## src/rtl/dmem_port_arbiter.sv

```systemverilog
// Two-port round-robin front end for the single-ported DMEM: byte-lane store
// steering, sub-word load extraction/extension and a one-cycle response stage.
module dmem_port_arbiter #(
    parameter int DATA_WIDTH = 32,
    parameter int ADDR_WIDTH = 14
) (
    input  logic                                clk,
    input  logic                                rst,
    input  logic [1:0]                          req_valid_in,
    output logic [1:0]                          req_ready_out,
    input  logic [1:0]                          req_we_in,
    input  logic [1:0][2:0]                     req_func_in,
    input  logic [1:0][ADDR_WIDTH+1:0]          req_addr_in,
    input  logic [1:0][DATA_WIDTH-1:0]          req_wdata_in,
    output logic [1:0]                          resp_valid_out,
    output logic [DATA_WIDTH-1:0]               resp_rdata_out,
    output logic                                resp_err_out,
    output logic                                mem_en_out,
    output logic [3:0]                          mem_we_out,
    output logic [ADDR_WIDTH-1:0]               mem_addr_out,
    output logic [DATA_WIDTH-1:0]               mem_din_out,
    input  logic [DATA_WIDTH-1:0]               mem_dout_in
);

    localparam logic [2:0] F_B  = 3'b000;
    localparam logic [2:0] F_H  = 3'b001;
    localparam logic [2:0] F_W  = 3'b010;
    localparam logic [2:0] F_BU = 3'b100;
    localparam logic [2:0] F_HU = 3'b101;

    typedef struct packed {
        logic       id;
        logic       we;
        logic [2:0] func;
        logic [1:0] off;
        logic       err;
    } resp_ctx_t;

    logic                  last_grant_q, last_grant_d;
    logic                  act_q, act_d;
    resp_ctx_t             ctx_q, ctx_d;

    logic                  gnt_id;
    logic                  accept;
    logic                  sel_we;
    logic [2:0]            sel_func;
    logic [ADDR_WIDTH+1:0] sel_addr;
    logic [DATA_WIDTH-1:0] sel_wdata;
    logic [1:0]            off;
    logic                  illegal, misal, issue;
    logic [3:0]            be;
    logic [DATA_WIDTH-1:0] shifted;
    logic [DATA_WIDTH-1:0] ld_data;

    // Ties go to the port that did not win last; a lone requester always wins.
    always_comb begin
        gnt_id = (req_valid_in == 2'b11) ? ~last_grant_q : req_valid_in[1];
        accept = rst && (|req_valid_in);
        req_ready_out = 2'b00;
        if (accept) req_ready_out[gnt_id] = 1'b1;
    end

    assign sel_we    = req_we_in[gnt_id];
    assign sel_func  = req_func_in[gnt_id];
    assign sel_addr  = req_addr_in[gnt_id];
    assign sel_wdata = req_wdata_in[gnt_id];
    assign off       = sel_addr[1:0];

    always_comb begin
        illegal = 1'b0;
        misal   = 1'b0;
        unique case (sel_func)
            F_B:        illegal = 1'b0;
            F_H:        misal   = off[0];
            F_W:        misal   = (off != 2'b00);
            F_BU:       illegal = sel_we;
            F_HU: begin
                illegal = sel_we;
                misal   = off[0];
            end
            default:    illegal = 1'b1;
        endcase
    end

    assign issue = accept && !(illegal || misal);

    always_comb begin
        be = 4'b0000;
        unique case (sel_func[1:0])
            2'b00:   be = 4'b0001 << off;
            2'b01:   be = 4'b0011 << off;
            default: be = 4'b1111;
        endcase
    end

    assign mem_en_out   = issue;
    assign mem_we_out   = (issue && sel_we) ? be : 4'b0000;
    assign mem_addr_out = sel_addr[ADDR_WIDTH+1:2];
    assign mem_din_out  = sel_wdata << {off, 3'b000};

    always_comb begin
        last_grant_d = accept ? gnt_id : last_grant_q;
        act_d        = accept;
        ctx_d        = ctx_q;
        if (accept) begin
            ctx_d.id   = gnt_id;
            ctx_d.we   = sel_we;
            ctx_d.func = sel_func;
            ctx_d.off  = off;
            ctx_d.err  = illegal || misal;
        end
    end

    always_ff @(posedge clk) begin
        if (!rst) begin
            last_grant_q <= 1'b1;
            act_q        <= 1'b0;
            ctx_q        <= '0;
        end else begin
            last_grant_q <= last_grant_d;
            act_q        <= act_d;
            ctx_q        <= ctx_d;
        end
    end

    assign shifted = mem_dout_in >> {ctx_q.off, 3'b000};

    always_comb begin
        ld_data = shifted;
        unique case (ctx_q.func)
            F_B:     ld_data = {{(DATA_WIDTH-8){shifted[7]}}, shifted[7:0]};
            F_BU:    ld_data = {{(DATA_WIDTH-8){1'b0}}, shifted[7:0]};
            F_H:     ld_data = {{(DATA_WIDTH-16){shifted[15]}}, shifted[15:0]};
            F_HU:    ld_data = {{(DATA_WIDTH-16){1'b0}}, shifted[15:0]};
            default: ld_data = shifted;
        endcase
    end

    // Reset also squashes a response already sitting in the pipeline register.
    always_comb begin
        resp_valid_out = 2'b00;
        if (act_q && rst) resp_valid_out[ctx_q.id] = 1'b1;
        resp_err_out   = act_q && rst && ctx_q.err;
        resp_rdata_out = (act_q && rst && !ctx_q.we && !ctx_q.err) ? ld_data : '0;
    end

endmodule

```

## config.mk

```make
export PLATFORM = sky130hd
export DESIGN_NAME = dmem_port_arbiter
export DESIGN_NICKNAME = d
export VERILOG_FILES = /design/src/rtl/dmem_port_arbiter.sv
export SDC_FILE = /design/constraint.sdc
export NUM_CORES = 1
export LEC_CHECK = 0
export ABC_AREA = 1
export BUFFER_PORTS_ARGS = -buffer_cell sky130_fd_sc_hd__buf_2
export CORE_AREA = 2 2 88 90
export CTS_BUF_LIST = sky130_fd_sc_hd__clkbuf_16
export DETAILED_ROUTE_END_ITERATION = 7
export DIE_AREA = 0 0 90 92
export GPL_TIMING_DRIVEN = 0
export PLACE_DENSITY = 0.74
export SLEW_MARGIN = 0
export SYNTH_ARGS = -nofsm -noshare
export SYNTH_HDL_FRONTEND = slang
export SYNTH_SLANG_ARGS = --single-unit
```

## constraint.sdc

```tcl
create_clock -name clk -period 3.4 [get_ports clk]
set_input_delay 0.17 -clock clk [delete_from_list [all_inputs] [get_ports clk]]
set_output_delay 0.17 -clock clk [all_outputs]
set_load 0.02 [all_outputs]
```

## Yosys cells after proc, flatten, opt, wreduce, memory -nomap -nowiden

Cells that the tools add are included.

- Bits in registers: 10
- Input port bits: 140
- Word-level logic and storage cells: 67

- Order comparisons: 4
- Equal/unequal tests: 9
- Shift-type cells: 4
- Muxes and demuxes: 21
- Bitwise logic cells: 1
- Reduce and logical (&&, ||, !) cells: 21

Operators by type and width:

| operator | count |
|---|---|
| one-hot mux 32 bit (4 select lines) | 1 |
| 2-to-1 mux 32 bit | 3 |
| 2-to-1 mux 16 bit | 2 |
| left shift 32 x 5 -> 32 bit | 1 |
| >> shifter 32 x 5 -> 32 bit | 1 |
| == test 3 bit (second input constant) | 4 |
| logical AND 1 bit | 9 |
| one-hot mux 4 bit (2 select lines) | 1 |
| == test 3 x 1 -> 1 bit (second input constant) | 2 |
| logical NOT 3 bit | 2 |
| 2-to-1 mux 3 bit | 2 |
| OR reduction 2 bit | 3 |
| 2-to-1 mux 1 bit | 5 |
| less-than comparator 1 x 2 -> 1 bit (second input constant) | 2 |
| 2-to-1 mux 2 bit | 2 |
| 2-to-1 mux 4 bit | 1 |
| one-hot mux 1 bit (2 select lines) | 2 |
| left shift 1 x 2 -> 4 bit (first input constant) | 1 |
| left shift 2 x 2 -> 4 bit (first input constant) | 1 |
| == test 3 x 2 -> 1 bit (second input constant) | 1 |
| logical NOT 1 bit | 3 |
| OR reduction 3 bit | 1 |
| demux 1 bit (select 1 bit) | 2 |
| == test 2 x 1 -> 1 bit (second input constant) | 1 |
| 6 further kinds | 7 |

## Logic depth before layout (Yosys ltp)

Gate-level depths: netlist of the first run.

- Depth after elaboration: 12
- Depth in mapped cells: 11

## Worst setup path after synthesis of the first run

OpenSTA, ideal clock, no wires.

- Path kind: register to output
- Start point: reg last_grant_q
- End point: out mem_din_out[24]
- Arrival time: 1.514 ns
- Data required time: 3.230 ns
- Setup slack: 1.716 ns
- Stages on the path, launching flop included: 10
- Buffers on the path: 1
- Cell sequence: dfxtp_1 -> nand2_2 -> nand2_4 -> nand2_2 -> nand2_4 -> inv_2 -> buf_2 -> nand2_1 -> o21ai_1 -> o21ai_0

- Longest elaborated chain between the ends: 5
- Elaborated cells between the ends (all ways): 7

RTL lines:

| item | line | RTL |
|---|---|---|
| start: declaration | 39 | `logic last_grant_q, last_grant_d;` |
| start signal: assignment | 120 | `last_grant_q <= last_grant_d;` |
| NOT 1 bit (*) | 57 | `gnt_id = (req_valid_in == 2'b11) ? ~last_grant_q : req_valid_in[1];` |
| 2-to-1 mux 1 bit (*) | 57 |  |
| 2-to-1 mux 32 bit (not written as such) or 2-to-1 mux 16 bit (tied branches) (2 in a row) | 66, 65 |  |
| left shift 32 x 5 -> 32 bit (*) | 99 | `assign mem_din_out = sel_wdata << {off, 3'b000};` |
| end: declaration | 21 | `output logic [DATA_WIDTH-1:0] mem_din_out,` |

Every way passes the cells marked *; elsewhere a longest branch is shown, timed or not. The select of a mux whose other input is x is not followed.

## Final worst setup path of the first run

- Start point: reg last_grant_q
- End point: out mem_din_out[29]

Same word-level chain as after synthesis.

==> results of run 1 <==
layout make-up:
type	count	share of cell area, %
Sequential cell	10	5.193
Timing Repair Buffer	226	29.34
Inverter	42	4.090
Buffer	44	6.881
Multi-Input combinational cell	429	49.14
Tap cell	102	3.311
Clock buffer	3	1.947
Clock inverter	1	0.09737
state kept, by name, indices dropped and copies added (netlist names):
register      count
ctx_q             8
act_q             1
last_grant_q      1
through the flow:
step           total power, mW  hold slack, ns  worst slack [ns]
2_1_floorplan           0.5900          0.3114             1.716
4_1_cts                  1.069          0.2367             1.047
5_1_grt                  1.153          0.2504            0.9468
6_report                 1.072          0.2404             1.044
3_3_place_gp            0.8511          0.4627             1.338
3_5_place_dp            0.8553          0.4782             1.315
per-layer routing:
layer	part of all wire, %	GRT usage, %
met4	2.5	9.359
met3	8.5	4.601
met5	0	0
met1	40	32.17
met2	49	53.32
power groups by stage:
stage	logic [mW]	clock network, mW	registers, mW
after floorplan	0.453	0	0.137
after global placement	0.711	0	0.140
after detailed placement	0.715	0	0.140
after CTS	0.719	0.211	0.138
after global routing	0.794	0.219	0.140
final	0.724	0.210	0.138
final timing paths:
check,cells past startpoint,startpoint,endpoint
setup / recovery,9,last_grant_q,mem_din_out[29]
hold / removal,3,rst,ctx_q[6]
setup reg to reg,8,last_grant_q,ctx_q[0]
hold reg to reg,2,last_grant_q,last_grant_q
cell usage in the layout (no fill, tap or decap), drive strengths merged:
| cell | synthesis | routed |
|---|---|---|
| buf | 37 | 263 |
| nand2 | 227 | 227 |
| o21ai | 59 | 59 |
| nor2 | 51 | 51 |
| nand3 | 48 | 48 |
| inv | 41 | 41 |
| a21oi | 21 | 21 |
| dfxtp | 10 | 10 |
| clkbuf | 7 | 10 |
| or2 | 8 | 8 |
| a31oi | 7 | 7 |
| o22ai | 5 | 5 |
| clkinv | 1 | 2 |
| o211ai | 1 | 1 |
| nor3 | 1 | 1 |
| nand3b | 1 | 1 |
cell families (layout without fill, tap and decap cells):
family                 after synthesis  after routing  share of synthesized area [%]
AOI/OAI and AO/OA                   93             93                          19.73
DFF                                 10             10                          7.952
and+or+nand+nor                    336            336                          55.52
buffers and inverters               86            316                          16.80
worst register-to-register path, cell delays in order, from the launching register on:
cell and delay [ns]:
dfxtp_1 0.31, nand2_2 0.16, nand2_4 0.13, nand2_1 0.08, nand2_1 0.12, nor2_1 0.23
nand2_1 0.10, a21oi_1 0.26, nor2_1 0.08
==> impl_metrics.toml, run 1 <==
[clocking]
worstSkewPairLatency_ns = 0.24
cts_max_level = 1
cts_buffers = 3
post_cts_buffers = 0
clockBufferDepth = 2
cts.clk_slew.worst_paths_ns = 0.04
cts_resized = 0
cts_root_buffer = "clkbuf_16"
postCtsHoldBufs = 0
cts_tree = "built"
clock_sinks = 10

[timing]
report.final.slew_viol_count = 0
max_freq_mhz = 424.5
skew_ns = 0.0006056
finalCritPeriodShare_pct = 69.29
slew_headroom_pct = 62.82
rsz0062_at_grt = "false"
setup-tns-final_ns = 0
hold_violations = 0
finalSetupViolCount = 0
worst_pin_slew_ns = 0.5577
post-route-min-period_ns = 2.356

[yosys]
avgSynthCellArea_um2 = 4.795
synth_seq_cells = 10
synth_area_mm2 = 0.002517
ys_warn_count = 0
synth_edf_count = 0
syn_nets = 665
yosysTopAreaCellShare_pct = 32.80
async_reset_ff_share_pct = 0
synth_flop_cell = "dfxtp_1"
synthDistinctLibCells = 26
syn-instance-count = 525
yosys-top-cells-count = "220 x nand2_1, 50 x nor2_1, 48 x o21ai_0"
synth_area_leaders = "nand2_1 33%, o21ai_0 9.5%, nand3_1 9.3%"
yosysSeqAreaShare_pct = 7.952
synth_top_area_cell = "nand2_1"
yosysMostFrequentCell = "nand2_1"

[power_and_ir_drop]
intPower_uw = 540.0
clock_power_share_pct = 19.6
power_frac_seq_pct = 12.9
p_comb_share_pct = 67.5
p_leak_nw = 2.457
pwr_density_cell_mw_per_mm2 = 278.2
p_sw_share_pct = 49.64
switchingPower_uw = 532.4
peakVddDrop_mv = 0.1360

[placement]
dp_hpwl_um = 9916
placed_cells = 853
port_buffers = 226
globalplace.congestion = 0.9091
dpl-instance-area_mm2 = 0.003776

[detailed_routing]
ant_nets = 0
drc = 0
vias = 4224
wl_per_cell_um = 14.12
firstDrtPassIters = 5
drt-initial-drc-count = 213
routed_wl_um = 12100
avgViaCountPerCell = 4.929

[cells_and_area]
utilization_pct = 51.76
num-nets-final = 896
area.sequential_um2 = 200.2
nFillCells = 867
multiInputGateArea_mm2 = 0.001894
final_cell_area_mm2 = 0.003855
drive_gt1_share_pct = 37.48
syn_to_final_growth_pct = 53.13
num_antenna_cells = 0
instances_no_fill = 857

[setup_path]
crit_type = "flip-flop to output pin"
path_buf_inv = 3
reg2reg_slack_ns = 1.82
arrival_ns = 2.19
critPathRequiredTime_ns = 3.23
critPathTopFamily = "compound AO/OA/AOI/OAI gates"
cp-start-kind = "flip-flop"
critical_path.cell_chain = "nand2_2 -> nand2_4 -> nand2_2 -> nand2_4 -> inv_2 -> buf_2 -> o21ai_0 -> o21ai_1 -> buf_2"
max_stage_delay_ns = 0.44
worst_path_max_delay_cell = "o21ai_0"
crit_path_end_kind = "output pin"
crit_fanout = 10

[global_route]
grt_max_degree = 11
grt_pass1_vias = 4022
grt-ovfl-total = 0
grt_pass1_wl_um = 19220
grt_usage_pct = 28.24
antenna_found_initial = 1

[die]
fp.dieW_um = 90
initial_core_util_pct = 33.80
core_area_mm2 = 0.007447
die_y_um = 92
die-area_mm2 = 0.008280
rows = 32
ios = 228

[run_status]
status = "finished clean"

[hold_path]
holdCritPathClass = "input pin to flip-flop"

[flow_run]
cap_violations = 0
Power figures use the tool's default switching activity.
==> run 2: changes to the inputs <==
--- a/config.mk
+++ b/config.mk
@@ -7,12 +7,12 @@
 export LEC_CHECK = 0
 export ABC_AREA = 1
 export BUFFER_PORTS_ARGS = -buffer_cell sky130_fd_sc_hd__buf_2
-export CORE_AREA = 2 2 88 90
+export CORE_AREA = 2 2 89 91
 export CTS_BUF_LIST = sky130_fd_sc_hd__clkbuf_16
 export DETAILED_ROUTE_END_ITERATION = 7
-export DIE_AREA = 0 0 90 92
+export DIE_AREA = 0 0 91 93
 export GPL_TIMING_DRIVEN = 0
-export PLACE_DENSITY = 0.74
+export PLACE_DENSITY = 0.73
 export SLEW_MARGIN = 0
 export SYNTH_ARGS = -nofsm -noshare
 export SYNTH_HDL_FRONTEND = slang
==> constraint.sdc (replaced) <==
create_clock -name clk -period 2.2 [get_ports clk]
set_input_delay 0.11 -clock clk [delete_from_list [all_inputs] [get_ports clk]]
set_output_delay 0.11 -clock clk [all_outputs]
set_load 0.02 [all_outputs]
==> impl_metrics.toml, run 2 (same netlist as run 1, synthesis figures left out) <==
[run_status]
status = "finished clean"

[detailed_routing]
firstDrtPassIters = 5
routed_wl_um = 12190
wl_per_cell_um = 14.23
vias = 4235
drc = 0
drt-initial-drc-count = 188
avgViaCountPerCell = 4.942
ant_nets = 0

[timing]
rsz0062_at_grt = "true"
worst_pin_slew_ns = 0.5913
finalSetupViolCount = 0
hold_violations = 0
finalCritPeriodShare_pct = 94.76
max_freq_mhz = 479.7
post-route-min-period_ns = 2.085
report.final.slew_viol_count = 0
setup-tns-final_ns = 0
skew_ns = 0.002446
slew_headroom_pct = 60.58

[cells_and_area]
top_regs = "ctx_q (8), act_q (1), last_grant_q (1)"
final_common_cell = "buf_2"
final_cell_mix = "241 x buf_2, 220 x nand2_1, 48 x nor2_1, 47 x nand3_1, 44 x o21ai_0"
largest-register = "ctx_q"
largest_register_ffs = 8
num_antenna_cells = 0
syn_to_final_growth_pct = 53.68
final_cell_area_mm2 = 0.003869
drive_gt1_share_pct = 37.88
num-nets-final = 896

[global_route]
grt-ovfl-total = 0
grt_pass1_wl_um = 18950
antenna_found_initial = 0
grt_pass1_vias = 4001
grt_usage_pct = 27.24
grt_max_degree = 11

[setup_path]
arrival_ns = 1.97
rr_startpoint = "last_grant_q"
cp-start-kind = "flip-flop"
crit_type = "flip-flop to output pin"
max_stage_delay_ns = 0.29
critPathLaunch = "ctx_q[1]"
critical_path.cell_chain = "buf_4 -> inv_2 -> buf_2 -> buf_2 -> nand2_1 -> nand3_1 -> nand3_1 -> a21oi_1 -> buf_2"
cpMostUsedCell = "buf_2"
crit_path_end_kind = "output pin"
crit_fanout = 10
worst_path_max_delay_cell = "dfxtp_1"
critPathRequiredTime_ns = 2.09

[hold_path]
hp-start = "rst"
holdCritPathClass = "input pin to flip-flop"

[clocking]
postCtsHoldBufs = 0
cts_tree = "built"
cts_max_level = 1
worstSkewPairLatency_ns = 0.23
clock_sinks = 10
clockBufferDepth = 2
cts_root_buffer = "clkbuf_16"
cts.clk_slew.worst_paths_ns = 0.04
cts_buffers = 3

[placement]
dp_hpwl_um = 10100
globalplace.congestion = 0.9366
dpl-instance-area_mm2 = 0.003776
port_buffers = 226

[die]
die_y_um = 93
rows = 32
initial_core_util_pct = 33.44
ios = 228
core_area_mm2 = 0.007527
die-area_mm2 = 0.008463
fp.dieW_um = 91

[power_and_ir_drop]
p_leak_nw = 2.458
peakVddDrop_mv = 0.2001
pwr_density_cell_mw_per_mm2 = 426.7

[flow_run]
cap_violations = 0
## run 2: report_power, final
group	total, mW	internal (mW)	switching [mW]
combinational	1.12	0.402	0.717
clock	0.318	0.238	0.0804
sequential	0.213	0.198	0.0155
total	1.65	0.837	0.813
## run 2: metal layers
layer | part of all wire, % | global-route usage (%)
met4 | 1.2 | 4.924
met3 | 8.8 | 4.190
met1 | 39 | 31.45
met2 | 51 | 53.15
met5 | 0 | 0
## run 2: area by class of cell
class / instances / area (µm²)
multi-input cells: 429 / 1899
flip-flops and latches: 10 / 200.2
clock inverters: 1 / 3.754
well taps: 102 / 127.6
inverters: 42 / 161.4
plain buffers: 44 / 270.3
fillers: 910 / 3659
repair buffers: 226 / 1131
clock buffers: 3 / 75.07
## run 2: critical path: cells and delay by family (launching register included)
kind	cells	cell delay [ns]
buffers and inverters	5	0.99
flip-flops	1	0.29
AND/OR/NAND/NOR	3	0.22
AO/OA/AOI/OAI	1	0.22
## run 2: stage by stage
| stage | utilization, % | instances | total power [mW] | worst slack [ns] | hold WS (ns) |
|---|---|---|---|---|---|
| after global placement | 50.17 | 853 | 1.317 | 0.3182 | 0.4033 |
| after detailed placement | 50.17 | 853 | 1.320 | 0.3022 | 0.4225 |
| after floorplan | - | 525 | 0.9118 | 0.5762 | 0.2514 |
| after global routing | 51.40 | 857 | 1.766 | -0.01340 | 0.2069 |
| after CTS | 51.21 | 857 | 1.641 | 0.04629 | 0.1862 |
| final | 51.40 | 857 | 1.651 | 0.1153 | 0.1831 |
## run 2: final timing paths
path	to	slack (ns)	depth (start not counted)
min	ctx_q[6]	0.18	3
max	resp_rdata_out[14]	0.12	9
min reg2reg	ctx_q[7]	0.50	2
max reg2reg	ctx_q[2]	0.69	7
## run 2: timing repair
item	CTS	global route
setup endpoints to repair	0	9
setup buffers	0	0
resized for setup	0	9
==> run 3: changes to the inputs <==
--- a/config.mk
+++ b/config.mk
@@ -8,7 +8,6 @@
 export ABC_AREA = 1
 export BUFFER_PORTS_ARGS = -buffer_cell sky130_fd_sc_hd__buf_2
 export CORE_AREA = 2 2 89 91
-export CTS_BUF_LIST = sky130_fd_sc_hd__clkbuf_16
 export DETAILED_ROUTE_END_ITERATION = 7
 export DIE_AREA = 0 0 91 93
 export GPL_TIMING_DRIVEN = 0
==> impl_metrics.toml, run 3 (same netlist as run 1, synthesis figures left out) <==
[detailed_routing]
wl_met2_um = 6154
vias = 4221
routed_wl_um = 12170
firstDrtPassIters = 5
drc = 0
met3_length_um = 1111
avgViaCountPerCell = 4.925
ant_nets = 0
drt-initial-drc-count = 226
wl_per_cell_um = 14.20
routed.top_layer = "met4"
wl_met1_um = 4744

[clocking]
cts.clk_slew.worst_paths_ns = 0.05
clockBufferDepth = 2
clock_sinks = 10
worstSkewPairLatency_ns = 0.24
postCtsHoldBufs = 0
cts_tree = "built"
cts_max_level = 1
cts_root_buffer = "clkbuf_8"
cts_buffers = 3
post_cts_buffers = 0

[cells_and_area]
final_cell_mix = "241 x buf_2, 220 x nand2_1, 48 x nor2_1, 47 x nand3_1, 44 x o21ai_0"
largest_register_ffs = 8
num_antenna_cells = 0
final_cell_area_mm2 = 0.003845
final_common_cell = "buf_2"
num-nets-final = 896
top_regs = "ctx_q (8), act_q (1), last_grant_q (1)"
multiInputGateArea_mm2 = 0.001899
syn_to_final_growth_pct = 52.73
instances_no_fill = 857
drive_gt1_share_pct = 38.01
utilization_pct = 51.08
largest-register = "ctx_q"
area.sequential_um2 = 200.2
nFillCells = 915

[placement]
globalplace.congestion = 0.9366
port_buffers = 226
dp_hpwl_um = 10100
dpl-instance-area_mm2 = 0.003776
placed_cells = 853

[timing]
skew_ns = 0.001512
hold_ws_ns = 0.1884
finalSetupViolCount = 0
hold_violations = 0
max_freq_mhz = 480.0
post-route-min-period_ns = 2.083
finalCritPeriodShare_pct = 94.70
slew_headroom_pct = 60.35
report.final.slew_viol_count = 0
rsz0062_at_grt = "true"
worst_pin_slew_ns = 0.5948

[setup_path]
critPathRequiredTime_ns = 2.09
crit_path_end_kind = "output pin"
arrival_ns = 1.97
crit_type = "flip-flop to output pin"
crit_fanout = 10
cp-start-kind = "flip-flop"

[die]
initial_core_util_pct = 33.44
fp.dieW_um = 91
ios = 228
die-area_mm2 = 0.008463
rows = 32
die_y_um = 93
core_area_mm2 = 0.007527

[global_route]
grt-ovfl-total = 0
grt_pass1_vias = 4005
grt_max_degree = 11
antenna_found_initial = 0
grt_usage_pct = 27.40
grt_pass1_wl_um = 18980

[hold_path]
holdCritPathClass = "input pin to flip-flop"

[flow_run]
cap_violations = 0

[power_and_ir_drop]
pwr_density_cell_mw_per_mm2 = 406.3
p_leak_nw = 2.448
peakVddDrop_mv = 0.1815

[run_status]
status = "finished clean"
run 3: changes by cell type in the layout (fill, tap and decap cells not counted):
cell,delta
clkinv_1,-1
clkbuf_16,-3
clkbuf_8,+4
run 3: through the flow:
step | power [mW] | TNS (ns) | setup slack, ns
after global routing | 1.676 | -0.08194 | -0.01986
after detailed placement | 1.320 | 0 | 0.3022
after global placement | 1.317 | 0 | 0.3182
final | 1.562 | 0 | 0.1165
after CTS | 1.556 | 0 | 0.03559
after floorplan | 0.9118 | 0 | 0.5762
run 3: critical path, cell delays in order, from the launching register on:
cell and delay (ns):
dfxtp_1 0.34, nand2_2 0.14, nand2_4 0.15, nand2_2 0.07, nand2_4 0.13, inv_2 0.10
buf_2 0.19, o21ai_0 0.31, o21ai_1 0.13, buf_2 0.17
run 3: path summary, 6_finish.rpt:
check | startpoint | end | slack, ns | cells past startpoint
worst min register to register | ctx_q[7] | ctx_q[7] | 0.51 | 2
worst max register to register | last_grant_q | ctx_q[2] | 0.68 | 7
worst max-delay path | last_grant_q | mem_din_out[27] | 0.12 | 9
worst min-delay path | rst | ctx_q[6] | 0.19 | 3
run 3: timing repair:
item | in CTS | in global routing
endpoints found under the hold margin | 0 | 0
setup endpoints to repair | 0 | 12
resized for setup | 0 | 9
run 3: cell type report:
class | count | share of cell area [%]
timing repair buffer | 226 | 29.42
clock buffer | 4 | 1.432
buffer | 44 | 7.029
multi-input combinational | 429 | 49.40
inverter | 42 | 4.198
tap | 102 | 3.319
sequential | 10 | 5.207
run 3: layer usage:
| layer | GRT usage [%] | vias up |
|---|---|---|
| met1 | 31.57 | 1865 |
| met3 | 4.190 | 15 |
| met4 | 6.061 | 0 |
| met5 | 0 | - |
| met2 | 53.02 | 222 |
| li1 | - | 2119 |
run 3: report_power, final:
part | switching, mW | total (mW) | internal, mW
registers | 0.0156 | 0.213 | 0.197
logic | 0.716 | 1.12 | 0.402
clock network | 0.0743 | 0.232 | 0.157
total | 0.806 | 1.56 | 0.756
